**src/rtl/mult_div_unit.sv**
```systemverilog
// Multicycle signed MULT/DIV engine for the multicycle MIPS datapath.
// MULT uses radix-2 Booth with a 2*WIDTH+1-bit accumulator. DIV uses restoring
// division on operand magnitudes. Both run one iteration per clock for WIDTH
// clocks. HI/LO change only at commit. A DIV by zero completes in one edge
// with div_zero set and leaves HI/LO untouched.
module mult_div_unit #(
    parameter int WIDTH = 32,
    parameter int CNT_W = 6
) (
    input  logic             clk,
    input  logic             reset,
    input  logic             start,
    input  logic             op,
    input  logic [WIDTH-1:0] A,
    input  logic [WIDTH-1:0] B,
    output logic             busy,
    output logic             done,
    output logic             div_zero,
    output logic [WIDTH-1:0] HI,
    output logic [WIDTH-1:0] LO
);

    typedef enum logic [1:0] {
        IDLE    = 2'd0,
        MUL_RUN = 2'd1,
        DIV_RUN = 2'd2
    } state_t;

    localparam logic [CNT_W-1:0] LAST_CNT = CNT_W'(WIDTH - 1);
    localparam logic [WIDTH-1:0] ONE_W    = WIDTH'(1);

    state_t             state_q;
    logic [CNT_W-1:0]   cnt_q;

    // Booth accumulator: {partial high word, multiplier/low word, q(-1)}.
    logic [2*WIDTH:0]   acc_q;
    logic [2*WIDTH:0]   acc_d;

    // Multiplicand for MULT, divisor magnitude for DIV.
    logic [WIDTH-1:0]   opnd_q;

    // Restoring-division partial remainder and the dividend/quotient shifter.
    logic [WIDTH-1:0]   rem_q;
    logic [WIDTH-1:0]   rem_d;
    logic [WIDTH-1:0]   quo_q;
    logic [WIDTH-1:0]   quo_d;
    logic               neg_quo_q;
    logic               neg_rem_q;

    logic               busy_q;
    logic               done_q;
    logic               div_zero_q;
    logic [WIDTH-1:0]   hi_q;
    logic [WIDTH-1:0]   lo_q;

    logic [WIDTH:0]     booth_hi_ext;
    logic [WIDTH:0]     booth_m_ext;
    logic [WIDTH:0]     booth_sum;
    logic [WIDTH:0]     div_shift;
    logic [WIDTH:0]     div_trial;
    logic [WIDTH-1:0]   a_mag;
    logic [WIDTH-1:0]   b_mag;
    logic [WIDTH-1:0]   quo_signed;
    logic [WIDTH-1:0]   rem_signed;
    logic               last_iter;

    assign last_iter = (cnt_q == LAST_CNT);

    // Operand magnitudes for DIV; the most negative value maps to 2^(WIDTH-1),
    // which still fits as an unsigned WIDTH-bit number.
    always_comb begin
        a_mag = A[WIDTH-1] ? ((~A) + ONE_W) : A;
        b_mag = B[WIDTH-1] ? ((~B) + ONE_W) : B;
    end

    // One Booth step. The add is done one bit wider than the high word so that
    // subtracting the most negative multiplicand cannot overflow; the extra
    // bit then becomes the arithmetic-shift sign.
    always_comb begin
        booth_hi_ext = {acc_q[2*WIDTH], acc_q[2*WIDTH:WIDTH+1]};
        booth_m_ext  = {opnd_q[WIDTH-1], opnd_q};
        booth_sum    = booth_hi_ext;
        case (acc_q[1:0])
            2'b01:   booth_sum = booth_hi_ext + booth_m_ext;
            2'b10:   booth_sum = booth_hi_ext - booth_m_ext;
            default: booth_sum = booth_hi_ext;
        endcase
        acc_d = {booth_sum, acc_q[WIDTH:1]};
    end

    // One restoring-division step: shift in the next dividend bit and keep the
    // difference only when it is non-negative.
    always_comb begin
        div_shift = {rem_q, quo_q[WIDTH-1]};
        div_trial = div_shift - {1'b0, opnd_q};
        if (!div_trial[WIDTH]) begin
            rem_d = div_trial[WIDTH-1:0];
            quo_d = {quo_q[WIDTH-2:0], 1'b1};
        end else begin
            rem_d = div_shift[WIDTH-1:0];
            quo_d = {quo_q[WIDTH-2:0], 1'b0};
        end
    end

    // Sign correction applied at commit: quotient truncates toward zero and the
    // remainder follows the dividend's sign.
    always_comb begin
        quo_signed = neg_quo_q ? ((~quo_d) + ONE_W) : quo_d;
        rem_signed = neg_rem_q ? ((~rem_d) + ONE_W) : rem_d;
    end

    // Control FSM with registered outputs; HI/LO written only at commit.
    always_ff @(posedge clk or posedge reset) begin
        if (reset) begin
            state_q    <= IDLE;
            cnt_q      <= '0;
            acc_q      <= '0;
            opnd_q     <= '0;
            rem_q      <= '0;
            quo_q      <= '0;
            neg_quo_q  <= 1'b0;
            neg_rem_q  <= 1'b0;
            busy_q     <= 1'b0;
            done_q     <= 1'b0;
            div_zero_q <= 1'b0;
            hi_q       <= '0;
            lo_q       <= '0;
        end else begin
            done_q     <= 1'b0;
            div_zero_q <= 1'b0;
            case (state_q)
                IDLE: begin
                    if (start) begin
                        if (!op) begin
                            opnd_q  <= A;
                            acc_q   <= {{WIDTH{1'b0}}, B, 1'b0};
                            cnt_q   <= '0;
                            busy_q  <= 1'b1;
                            state_q <= MUL_RUN;
                        end else if (B != '0) begin
                            opnd_q    <= b_mag;
                            quo_q     <= a_mag;
                            rem_q     <= '0;
                            neg_quo_q <= A[WIDTH-1] ^ B[WIDTH-1];
                            neg_rem_q <= A[WIDTH-1];
                            cnt_q     <= '0;
                            busy_q    <= 1'b1;
                            state_q   <= DIV_RUN;
                        end else begin
                            done_q     <= 1'b1;
                            div_zero_q <= 1'b1;
                        end
                    end
                end
                MUL_RUN: begin
                    acc_q <= acc_d;
                    cnt_q <= cnt_q + CNT_W'(1);
                    if (last_iter) begin
                        hi_q    <= acc_d[2*WIDTH:WIDTH+1];
                        lo_q    <= acc_d[WIDTH:1];
                        cnt_q   <= '0;
                        busy_q  <= 1'b0;
                        done_q  <= 1'b1;
                        state_q <= IDLE;
                    end
                end
                DIV_RUN: begin
                    rem_q <= rem_d;
                    quo_q <= quo_d;
                    cnt_q <= cnt_q + CNT_W'(1);
                    if (last_iter) begin
                        hi_q    <= rem_signed;
                        lo_q    <= quo_signed;
                        cnt_q   <= '0;
                        busy_q  <= 1'b0;
                        done_q  <= 1'b1;
                        state_q <= IDLE;
                    end
                end
                default: begin
                    state_q <= IDLE;
                    busy_q  <= 1'b0;
                end
            endcase
        end
    end

    assign busy     = busy_q;
    assign done     = done_q;
    assign div_zero = div_zero_q;
    assign HI       = hi_q;
    assign LO       = lo_q;

endmodule

```
**config.mk**
```make
export PLATFORM = sky130hd
export DESIGN_NAME = mult_div_unit
export DESIGN_NICKNAME = d
export VERILOG_FILES = /design/src/rtl/mult_div_unit.sv
export SDC_FILE = /design/constraint.sdc
export NUM_CORES = 1
export LEC_CHECK = 0
export ABC_AREA = 1
export BUFFER_PORTS_ARGS = -buffer_cell sky130_fd_sc_hd__buf_2
export CAP_MARGIN = 20
export CORE_ASPECT_RATIO = 0.7
export CORE_MARGIN = 5
export CORE_UTILIZATION = 55
export DETAILED_ROUTE_END_ITERATION = 7
export MAX_ROUTING_LAYER = met4
export PLACE_DENSITY = 0.82
export SETUP_SLACK_MARGIN = 0.05
export SLEW_MARGIN = 25
export SYNTH_ARGS = -nofsm -noshare
export SYNTH_HDL_FRONTEND = slang
export SYNTH_SLANG_ARGS = --single-unit
```
**constraint.sdc**
```tcl
create_clock -name clk -period 13.4 [get_ports clk]
set_clock_uncertainty 0.1 [all_clocks]
set_input_delay 4.02 -clock clk [delete_from_list [all_inputs] [get_ports clk]]
set_output_delay 4.02 -clock clk [all_outputs]
set_load 0.05 [all_outputs]
```
# Yosys cells after proc, flatten, opt, wreduce, memory -nomap -nowiden
# Index checks and enable logic that the tools add are counted.
totals:
  reg_bits: 238
  latch_bits: 0
  mem_bits_rw: 0
  mem_bits_ro: 0
  in_bits: 68
  memories: 0
op_classes:
  add_sub_neg: 8
  mul: 0
  n_div: 0
  order_cmp: 0
  n_eq_ne: 14
  n_shift: 0
  n_mux: 47
  bitwise_logic: 5
  n_reduce_logical: 14
ops:
  columns: ["op", "count"]
  rows:
  - ["$mux 32", 17]
  - ["$pmux 32 s2", 4]
  - ["$mux 65", 2]
  - ["$pmux 65 s2", 1]
  - ["$add 32x1->32 const B", 4]
  - ["$not 32->32", 4]
  - ["$pmux 33 s2", 1]
  - ["$add 32x32->33", 1]
  - ["$sub 32x32->33", 1]
  - ["$sub 33x32->33", 1]
  - ["$reduce_bool 32->1", 1]
  - ["$mux 6", 4]
  - ["$reduce_and 3->1", 5]
  - ["$ne 2x2->1 const B", 6]
  - ["$pmux 6 s2", 1]
  - ["$mux 1", 10]
  - ["$mux 2", 4]
  - ["$reduce_and 4->1", 2]
  - ["$reduce_bool 2->1", 4]
  - ["$add 6x1->6 const B", 1]
  - ["$eq 6x5->1 const B", 1]
  - ["$eq 2x1->1 const B", 2]
  - ["$eq 2x2->1 const B", 2]
  - ["$ne 2x1->1 const B", 2]
  - ["6 further kinds", 7]

# Depth between registers and ports, before layout
depth:
  word_depth: 7
  mapped_depth: 31
  mapped_depth_nobuf: 31

# Least setup slack after synthesis
# OpenSTA, ideal clock, no wires.
synth_timing:
  path_kind: "input -> register"
  start: "input B[0]"
  end: "register quo_q[1]"
  setup_ns: 0.134
  arrival_ns: 5.929
  required_ns: 13.166
  setup_slack_ns: 7.237
  cell_stages: 15
  path_buffers: 2
  path_cell_list: "inv_1 ha_1 inv_1 nor3_1 nand3b_1 nor3_2 nand4_1 inv_1 nor4_1 a21oi_1 inv_2 clkbuf_1 buf_2 o211ai_1 o21ai_0"
synth_via:
  elab_chain_len: 3
synth_lines:
  columns: ["element", "line", "text"]
  rows:
  - ["from (decl)", "15", "input logic [WIDTH-1:0] B,"]
  - ["$reduce_bool 32->1", "140", "end else if (B != '0) begin"]
  - ["$ne 2x2->1 (no line)", null, null]
  - ["$reduce_and 4->1 (no line)", null, null]
  - ["to (signal assigned)", "142", "quo_q <= a_mag;"]
  - ["to (signal assigned)", "169", "quo_q <= quo_d;"]
  - ["to (decl)", "45", "logic [WIDTH-1:0] quo_q;"]
# No other way between the ends.
# A chain may end at the register's enable or synchronous reset.

# Worst setup path in the final report
layout_timing:
  start: "input B[0]"
  end: "register quo_q[27]"
# The elaborated chain is that of the path after synthesis.

==> flow_metrics.tcl <==
set metrics [dict create \
    outcome "complete, no violations" \
    die-area_um2 40290 \
    layout_common_cells "977 x nand2_1, 426 x inv_1, 249 x nor2_1" \
    drv_slew 0 \
    cp_max_fo 56 \
    rsz0062_at_grt "false" \
    root_buffer "clkbuf_16" \
    syn_to_final_growth_pct 9.427 \
    wl_per_cell_um 21.76 \
    clock_sinks 238 \
    clkTransAtPathRegs_ps 70 \
    ys_seq_elements 238 \
    p_leak_nw 11.84 \
    fmax_mhz 149.4 \
    critPathLaunchType "primary input" \
    fillers 3452 \
    ys.flop_type "dfrtp_1" \
    antenna_left 0 \
    cts_tree "yes" \
    die_h_um 169.4 \
    hold_path.class "flip-flop to flip-flop" \
    clk_latency_ps 570 \
    arrival_ps 7050 \
    tightest_slew_ps 1037 \
    synth-seq-area-share_pct 29.82 \
    initial_core_util_pct 55.61 \
    cts_setup_buffers 0 \
    grt_pass1_vias 20100 \
    wl_um 80690 \
    hpwl_um 63290 \
    rows 58 \
    r2r_slack_ps 7570 \
    synth_edf_count 0 \
    drt_iter0_markers 3853 \
    drc 0 \
    io_pins 135 \
    place_congestion 1.080 \
    whs_path_depth 2 \
    synth_area_leaders "dfrtp_1 30%, nand2_1 18%, inv_1 8.0%" \
    final_common_cell "nand2_1" \
    p_per_area_nw_per_um2 290.5 \
    timing.slew.headroom_pct 30.79 \
    yosys.area.top_type "dfrtp_1" \
    setup_tns_ps 0 \
    h-tree-depth 1 \
    overflow 0 \
    coreArea_um2 35920 \
    track_usage_pct 40.18 \
    ys_types 57 \
    drive_above_1_share_pct 9.240 \
    finalSetupViolations 0 \
    max_cap_viol_count 0 \
    cts_hold_buf 0 \
    fin_crit_sh_pct 49.97 \
    ff2ff_path_depth 23 \
    cts_buffer_depth 3 \
    num_vias 22430 \
    ys_async_sr_fraction_pct 100.0 \
    num-nets-final 3353 \
    syn_avg_cell_area_um2 6.368 \
    die_w_um 237.8 \
    critical_path_required_ps 13750 \
    dr.pass1.iters 6 \
    yosysTopAreaCellShare_pct 29.82 \
    antenna_found_initial 7 \
    ys_warn_count 0 \
    grt_start_max_net_pins 101 \
    portBuffers 134 \
    finalCriticalPeriod_ps 6696 \
    peakVddDrop_v 0.0002511 \
    post_cts_resized 0 \
    critPathCaptureType "flip-flop" \
    cts_buffers 27 \
    total_power_mw 6.350 \
    synth_area_um2 19980 \
    path_class "primary input to flip-flop" \
    hold_viol_final 0 \
    grt_pass1_wl_um 122300 \
    viasPerCell 6.046 \
    synthCells 3137 \
    synth_nets 3282 \
]
## report_power, final
part	total, mW	internal, mW	switching (mW)	leakage [nW]
logic	4.46	1.25	3.21	8.29
registers	1.11	0.923	0.188	3.12
clock network	0.784	0.452	0.332	0.439
total	6.35	2.62	3.73	11.8
## worst paths after layout
path | start | end
max in group asynchronous | reset | HI[31]
setup reg to reg | opnd_q[27] | LO[30]
hold / removal | LO[2] | LO[2]
min in group asynchronous | reset | acc_q[23]
setup / recovery | B[0] | quo_q[27]
hold reg to reg | LO[2] | LO[2]
## area by class of cell
type | count | area, um^2 | share of cell area (%)
antenna | 4 | 10.01 | 0.04579
clock buffer | 35 | 755.7 | 3.457
clock inverter | 11 | 138.9 | 0.6354
inverter | 446 | 1682 | 7.693
multi-input combinational | 2344 | 11910 | 54.50
sequential | 238 | 5956 | 27.25
tap | 480 | 600.6 | 2.748
timing repair buffer | 151 | 802.0 | 3.669
## kinds of logic (layout without fill, tap and decap cells)
logic type	Yosys count	in the layout	synth area share, %
other	0	4	0
adders and majority gates	77	77	4.898
buffers and inverters	555	643	10.73
DFF	238	238	29.82
muxes	1	1	0.05011
xor gates and xnor gates	87	87	3.815
AOI/OAI and AO/OA	569	569	16.36
and+or+nand+nor	1610	1610	34.33
## flip-flops by register name, summed over array words and instances (netlist names)
register and count:
done 1, div_zero 1, quo_q 32, neg_quo_q 1, opnd_q 32, LO 32, HI 32, busy 1
cnt_q 6, neg_rem_q 1, state_q 2, acc_q 65, rem_q 32
## synth_stat cells, drive strengths merged (2+ instances only)
master / instances
a31oi: 25
and2: 2
a2bb2oi: 2
o32ai: 4
xor2: 72
o221ai: 4
or2: 19
clkinv: 3
o31ai: 11
o311ai: 2
nor2: 265
a22oi: 2
nand3: 195
and3: 3
a21o: 5
dfrtp: 238
o22ai: 39
ha: 75
o2111ai: 2
o21bai: 8
inv: 443
o211ai: 59
fa: 2
nor4: 22
nand2: 1009
a21oi: 127
a21boi: 2
o21ai: 263
a22o: 7
nor3: 53
clkbuf: 82
o21a: 4
nand3b: 10
buf: 27
nor3b: 3
xnor2: 15
nand4: 29
## critical path: stages
cell      delay, ps
buf_2           100
inv_1            90
ha_1            210
inv_1            70
nor3_1           60
nand3b_1        150
nor3_2           70
nand4_1         220
inv_1           100
nor4_1          440
a21oi_1         130
inv_2           480
buf_4           590
nand2_1         110
nor2_1          130
a21oi_1          50
## layer usage
layer  global-route usage (%)  vias up  wire, um
li1                         -    10300         -
met1                    58.58    10440     34330
met2                    52.00     1521     30650
met3                    16.36      170     13670
met4                    8.402        0      2045
met5                        -        -         0
## per-stage QoR
step / cells / worst slack (ps) / utilization [%] / hold WS [ps] / cell area, um^2
CTS: 3705 / 6855 / 60.81 / 375.8 / 21840
detailed placement: 3659 / 6263 / 58.32 / 361.1 / 20950
floorplan: 3137 / 2749 / - / 345.0 / 19980
global route: 3709 / 6477 / 60.85 / 401.5 / 21860
finish: 3709 / 6704 / 60.85 / 374.0 / 21860
global placement: 3659 / 6312 / 58.32 / 358.5 / 20950
Note: power is estimated with default switching activity, not from simulation.
